$ cat src/rtl/asicle_pkg.sv
// Shared types and sizing for the guess-row colour scorer.
// Colour codes match the encoding packed into the colors bus.
package asicle_pkg;

  localparam int WORD_LEN  = 5;
  localparam int NUM_WORDS = 7;
  localparam int MAT_W     = WORD_LEN * WORD_LEN;
  localparam int IDX_W     = 3;
  localparam int CNT_W     = 3;
  localparam int COLORS_W  = 2 * WORD_LEN;

  typedef enum logic [1:0] {
    NONE   = 2'd0,
    GREY   = 2'd1,
    YELLOW = 2'd2,
    GREEN  = 2'd3
  } color_t;

  typedef enum logic [1:0] {
    IDLE   = 2'd0,
    SETTLE = 2'd1,
    SCORE  = 2'd2,
    DONE   = 2'd3
  } state_t;

  // Diagonal of the cross matrix: guess[k] == solution[k].
  function automatic logic [WORD_LEN-1:0] diag(input logic [MAT_W-1:0] m);
    logic [WORD_LEN-1:0] d;
    d = '0;
    for (int k = 0; k < WORD_LEN; k++) begin
      d[k] = m[WORD_LEN*k + k];
    end
    return d;
  endfunction

endpackage

$ cat src/rtl/letter_color.sv
// Colour of one guess letter from the captured match matrices.
// Greens are exact; yellows are granted left-to-right against unmatched solution letters.
module letter_color
  import asicle_pkg::*;
(
  input  logic [IDX_W-1:0]    pos,
  input  logic [MAT_W-1:0]    cross_mat,
  input  logic [MAT_W-1:0]    self_mat,
  output color_t              color,
  output logic [WORD_LEN-1:0] green
);

  logic [WORD_LEN-1:0] cross_row;
  logic [WORD_LEN-1:0] self_row;
  logic [WORD_LEN-1:0] earlier;
  logic                green_i;
  logic [CNT_W-1:0]    avail;
  logic [CNT_W-1:0]    prior;

  always_comb begin
    green     = diag(cross_mat);
    cross_row = '0;
    self_row  = '0;
    earlier   = '0;
    green_i   = 1'b0;
    for (int r = 0; r < WORD_LEN; r++) begin
      if (pos == IDX_W'(r)) begin
        cross_row = cross_mat[r*WORD_LEN +: WORD_LEN];
        self_row  = self_mat[r*WORD_LEN +: WORD_LEN];
        green_i   = green[r];
        for (int k = 0; k < r; k++) begin
          earlier[k] = 1'b1;
        end
      end
    end
  end

  // Solution letters still free for yellows, and earlier same-letter guesses already using them.
  always_comb begin
    avail = '0;
    prior = '0;
    for (int j = 0; j < WORD_LEN; j++) begin
      if (cross_row[j] && !green[j]) begin
        avail = avail + CNT_W'(1);
      end
      if (earlier[j] && self_row[j] && !green[j]) begin
        prior = prior + CNT_W'(1);
      end
    end
  end

  always_comb begin
    if (green_i) begin
      color = GREEN;
    end else if (prior < avail) begin
      color = YELLOW;
    end else begin
      color = GREY;
    end
  end

endmodule

$ cat src/rtl/color_scorer.sv
// Scores one game_board row against the solution row, one letter per cycle.
// Result is held on colors/all_green until the colors handshake completes.
//
// state  | meaning
// IDLE   | ready for a request; word_index holds its last value
// SETTLE | board rows settle for the new word_index; matrices captured at exit
// SCORE  | one letter coloured per cycle, pos 0..4
// DONE   | result valid, waiting for colors_ready
module color_scorer
  import asicle_pkg::*;
(
  input  logic                clk,
  input  logic                rst_n,
  input  logic                req_valid,
  output logic                req_ready,
  input  logic [IDX_W-1:0]    req_word,
  output logic [IDX_W-1:0]    word_index,
  input  logic [MAT_W-1:0]    cross_match_matrix,
  input  logic [MAT_W-1:0]    self_match_matrix,
  output logic                colors_valid,
  input  logic                colors_ready,
  output logic [COLORS_W-1:0] colors,
  output logic                all_green
);

  state_t              state;
  state_t              state_nx;
  logic [IDX_W-1:0]    pos;
  logic                bad;
  logic [MAT_W-1:0]    cross_q;
  logic [MAT_W-1:0]    self_q;
  color_t              letter_col;
  color_t              write_col;
  logic [WORD_LEN-1:0] green;
  logic                last_pos;
  logic                accept;

  assign last_pos  = (pos == IDX_W'(WORD_LEN - 1));
  assign accept    = req_valid && req_ready;
  assign write_col = bad ? GREY : letter_col;

  letter_color u_letter_color (
    .pos       (pos),
    .cross_mat (cross_q),
    .self_mat  (self_q),
    .color     (letter_col),
    .green     (green)
  );

  always_ff @(posedge clk or negedge rst_n) begin
    if (!rst_n) begin
      state <= IDLE;
    end else begin
      state <= state_nx;
    end
  end

  always_comb begin
    state_nx = state;
    case (state)
      IDLE:    if (req_valid) state_nx = SETTLE;
      SETTLE:  state_nx = SCORE;
      SCORE:   if (last_pos) state_nx = DONE;
      DONE:    if (colors_ready) state_nx = IDLE;
      default: state_nx = IDLE;
    endcase
  end

  always_comb begin
    req_ready    = (state == IDLE);
    colors_valid = (state == DONE);
  end

  always_ff @(posedge clk or negedge rst_n) begin
    if (!rst_n) begin
      word_index <= '0;
      colors     <= '0;
      all_green  <= 1'b0;
      pos        <= '0;
      bad        <= 1'b0;
      cross_q    <= '0;
      self_q     <= '0;
    end else begin
      case (state)
        IDLE: begin
          if (accept) begin
            word_index <= req_word;
            colors     <= '0;
            all_green  <= 1'b0;
            bad        <= (int'(req_word) >= NUM_WORDS);
          end
        end
        SETTLE: begin
          // Board rows lag word_index by one cycle, so they are valid only now.
          cross_q <= cross_match_matrix;
          self_q  <= self_match_matrix;
          pos     <= '0;
        end
        SCORE: begin
          for (int k = 0; k < WORD_LEN; k++) begin
            if (pos == IDX_W'(k)) begin
              colors[2*k +: 2] <= write_col;
            end
          end
          if (last_pos) begin
            pos       <= '0;
            all_green <= (&green) && !bad;
          end else begin
            pos <= pos + IDX_W'(1);
          end
        end
        default: ;
      endcase
    end
  end

endmodule
$ cat config.mk
export PLATFORM = sky130hd
export DESIGN_NAME = color_scorer
export DESIGN_NICKNAME = d
export VERILOG_FILES = /design/src/rtl/asicle_pkg.sv /design/src/rtl/letter_color.sv /design/src/rtl/color_scorer.sv
export SDC_FILE = /design/constraint.sdc
export NUM_CORES = 1
export LEC_CHECK = 0
export ABC_CLOCK_PERIOD_IN_PS = 4250
export BUFFER_PORTS_ARGS = -buffer_cell sky130_fd_sc_hd__buf_2
export CAP_MARGIN = 10
export CORE_MARGIN = 2
export CORE_UTILIZATION = 49
export DETAILED_ROUTE_END_ITERATION = 6
export GPL_ROUTABILITY_DRIVEN = 0
export PLACE_DENSITY_LB_ADDON = 0.25
export SLEW_MARGIN = 20
export SYNTH_ARGS = -nofsm -noshare
export SYNTH_HDL_FRONTEND = slang
export SYNTH_SLANG_ARGS = --single-unit
$ cat constraint.sdc
create_clock -name clk -period 4.25 [get_ports clk]
set_input_delay 0.425 -clock clk [delete_from_list [all_inputs] [get_ports clk]]
set_output_delay 0.425 -clock clk [all_outputs]
set_load 0.005 [all_outputs]
==> reports/results.txt <==
Clock Latency Late Sink -> 0.35 ns
Critical Path RT -> 4.45 ns
worst-path fanout max -> 6
Avg Vias per Cell -> 5.54
main combinational cell family by area after synthesis -> multiplexers
Worst Reg-to-Reg Cells -> 19
adder-cell share of the synthesized area -> 0.0670
Setup CP Type -> flop to flop
io pins -> 73
Final Slew Violations -> 0
Root Buffer -> clkbuf_8
Vias -> 2674
DP Cell Count -> 463
met1 wire length -> 3.52 mm
Max-Cap Viols -> 0
Simple-Gate Fraction of Synth Area -> 0.114
PD cells -> 867 mW/mm²
Synth cell types -> 48
first-pass GRT wire length -> 12.9 mm
post-synthesis mux area share -> 0.187
DRC Markers -> 0
Avg Cell Area, Syn -> 10.9 µm²
Initial DRC Count -> 106
leakage -> 0.00202 µW
Final Hold Viols -> 0
Final Core Density -> 0.662
Synth-to-Final Area Change -> 32.4%
Max VDD drop -> 371 µV
Seq/Total Area, Yosys -> 0.447
min Tclk post-route -> 4.16 ns
cell taking the most area after synthesis -> dfrtp_1
setup TNS -> 0 ns
outcome -> finished, final reports clean
minimum setup slack among reg-to-reg paths -> 0.09 ns
Tcrit/Tclk final -> 0.979
initial antenna violation count -> 0
end of the worst register-to-register path -> colors[8]
Yosys top cell area share -> 0.447
post-synthesis instance total -> 308
DIE AREA -> 0.00754 mm²
Hold Slack -> 0.224 ns
EDFF count, synth -> 0
Peak Freq -> 0.240 GHz
HPWL after DPL -> 5.54 mm
post-synthesis compound-gate area fraction -> 0.118
met2 wire len -> 4.01 mm
Synth Area in XOR/XNOR -> 0.0313
FP Rows -> 30
highest metal used -> met4
core footprint -> 0.00672 mm²
relative slew slack -> 0.377
share of layout cells above drive strength 1 -> 0.476
Hold-fix buffers, CTS -> 0
Routed met3 length -> 343 µm
effective utilization at floorplan -> 0.500
clk slew on worst S/H paths -> 0.07 ns
Non-Filler Instances -> 483
total CTS buffers -> 9
Critical Path AT -> 4.37 ns
YS warnings -> 0
final setup fails -> 0
CTS Buffer Depth -> 2
min-delay worst type -> input pin to async pin
CTS tree -> done
Final Net Count -> 473
Critical R2R Launch -> pos[0]
GRT Util Overall -> 0.221
largest net degree at the start of global routing -> 61
Critical Path End -> colors[8]
Final ANT Viol Nets -> 0
synthesized area -> 0.00336 mm²
DIE WIDTH -> 86.8 µm
cell with the most instances after synthesis -> dfrtp_1
wire per inst -> 16.5 µm
Crit. Startpoint -> pos[0]
Crit. End Element -> flop
vias in the first global route -> 2697
ANT cells -> 0
top post-synthesis cells by area -> dfrtp_1 (45%), mux2_2 (15%), ha_1 (6.7%)
die height -> 86.8 µm
clock sink total -> 60
Post-Syn Nets -> 383
RSZ-0062 raised after global routing -> yes
final wirelength -> 7.96 mm
htree depth -> 3
Async SR Flop Fraction -> 1.00
top cells by count, synth -> dfrtp_1 (60), mux2_2 (45), nand2_1 (28)
drt first pass iters -> 4
Total Power -> 3860 µW
measured slew at the worst slew-check pin -> 0.935 ns
flops & latches, synth -> 60
Primary FF master, synth -> dfrtp_1
Worst Skew -> 0.00844 ns
Worst setup SP type -> flop
grt ovf -> 0
number of port buffers -> 62
[where the power goes]
group / internal (µW) / switching (µW)
Sequential: 846 / 204
Combinational: 1080 / 1090
Clock: 393 / 246
[sequential cells by signal, summed over array words and instances, names as in the netlist]
name and cells:
colors 10, state 2, bad 1, all_green 1, cross_q 25, pos 3, word_index 3, self_q 15
[timing repair]
action | 4_1_cts | 5_1_grt
pin swaps | 3 | 19
buffers inserted | 2 | 3
setup endpoints to repair | 10 | 10
hold endpoints to repair | 0 | 0
resized for setup | 14 | 36
[per-layer routing]
metal	global-route usage	vias to the layer above
met2	0.364	50
li1	-	1283
met3	0.0590	9
met4	0.0696	0
met1	0.284	1332
met5	0	-
[worst min-delay path by stage]
stage | from | endpoint | slack [ns] | cells past startpoint
2_1_floorplan | rst_n | all_green | 0.13 | 0
3_3_place_gp | colors[7] | colors[7] | 0.48 | 2
3_5_place_dp | colors[9] | colors[9] | 0.49 | 2
4_1_cts | rst_n | self_q[5] | 0.24 | 2
5_1_grt | rst_n | self_q[5] | 0.29 | 2
6_report | rst_n | self_q[5] | 0.22 | 2
[cell type report]
| class | count | area, µm² |
|---|---|---|
| multi-input cells | 221 | 2010 |
| clock inverters | 7 | 124 |
| well taps | 80 | 100 |
| fillers | 525 | 2270 |
| repair buffers | 91 | 536 |
| inverters | 15 | 57.6 |
| clock buffers | 9 | 124 |
| flip-flops and latches | 60 | 1500 |
[per-stage QoR]
step	worst slack, ns	area, µm²
2_1_floorplan	0.0383	3370
3_3_place_gp	0.00824	3910
3_5_place_dp	-0.115	3910
4_1_cts	0.0170	4250
5_1_grt	-0.0737	4450
6_report	0.0886	4450
[critical path, stage by stage, from the launching register on]
cell and delay (ns):
dfrtp_1 0.42, buf_6 0.13, ha_4 0.17, buf_4 0.16, nand3b_1 0.22, a2111oi_4 0.43
o221ai_4 0.25, xor2_4 0.25, inv_2 0.07, ha_4 0.23, mux2_4 0.28, ha_4 0.16
nand2_2 0.05, xnor2_1 0.07, ha_1 0.31, a21o_1 0.22, nor2_4 0.15, nand3_4 0.14
nor3b_2 0.22, a21oi_1 0.09
[cells by family (layout without fill, tap and decap cells)]
family,after synthesis,in the layout
multiplexers,57,57
AND/OR/NAND/NOR,76,76
buffers and inverters,27,122
adder cells (fa/ha/maj),18,18
flip-flops,60,60
XOR/XNOR,12,12
AO/OA/AOI/OAI,58,58
[cell usage in the layout (no fill, tap or decap), types with 3 or more instances in the layout]
cell type,instances
nand3b_1,4
inv_2,5
a21oi_1,13
a221oi_2,3
buf_2,62
a21o_1,4
xor2_1,6
o21ai_1,4
ha_4,5
nor2_1,7
xnor2_1,4
inv_1,9
nand2_1,27
nor3b_2,3
ha_2,3
mux2i_1,11
buf_4,27
clkbuf_8,9
ha_1,10
dfrtp_1,60
bufinv_16,3
nand3_1,10
mux2_2,44
o21ai_0,12
nand2b_1,7
Note: power is estimated with default switching activity, not from simulation.
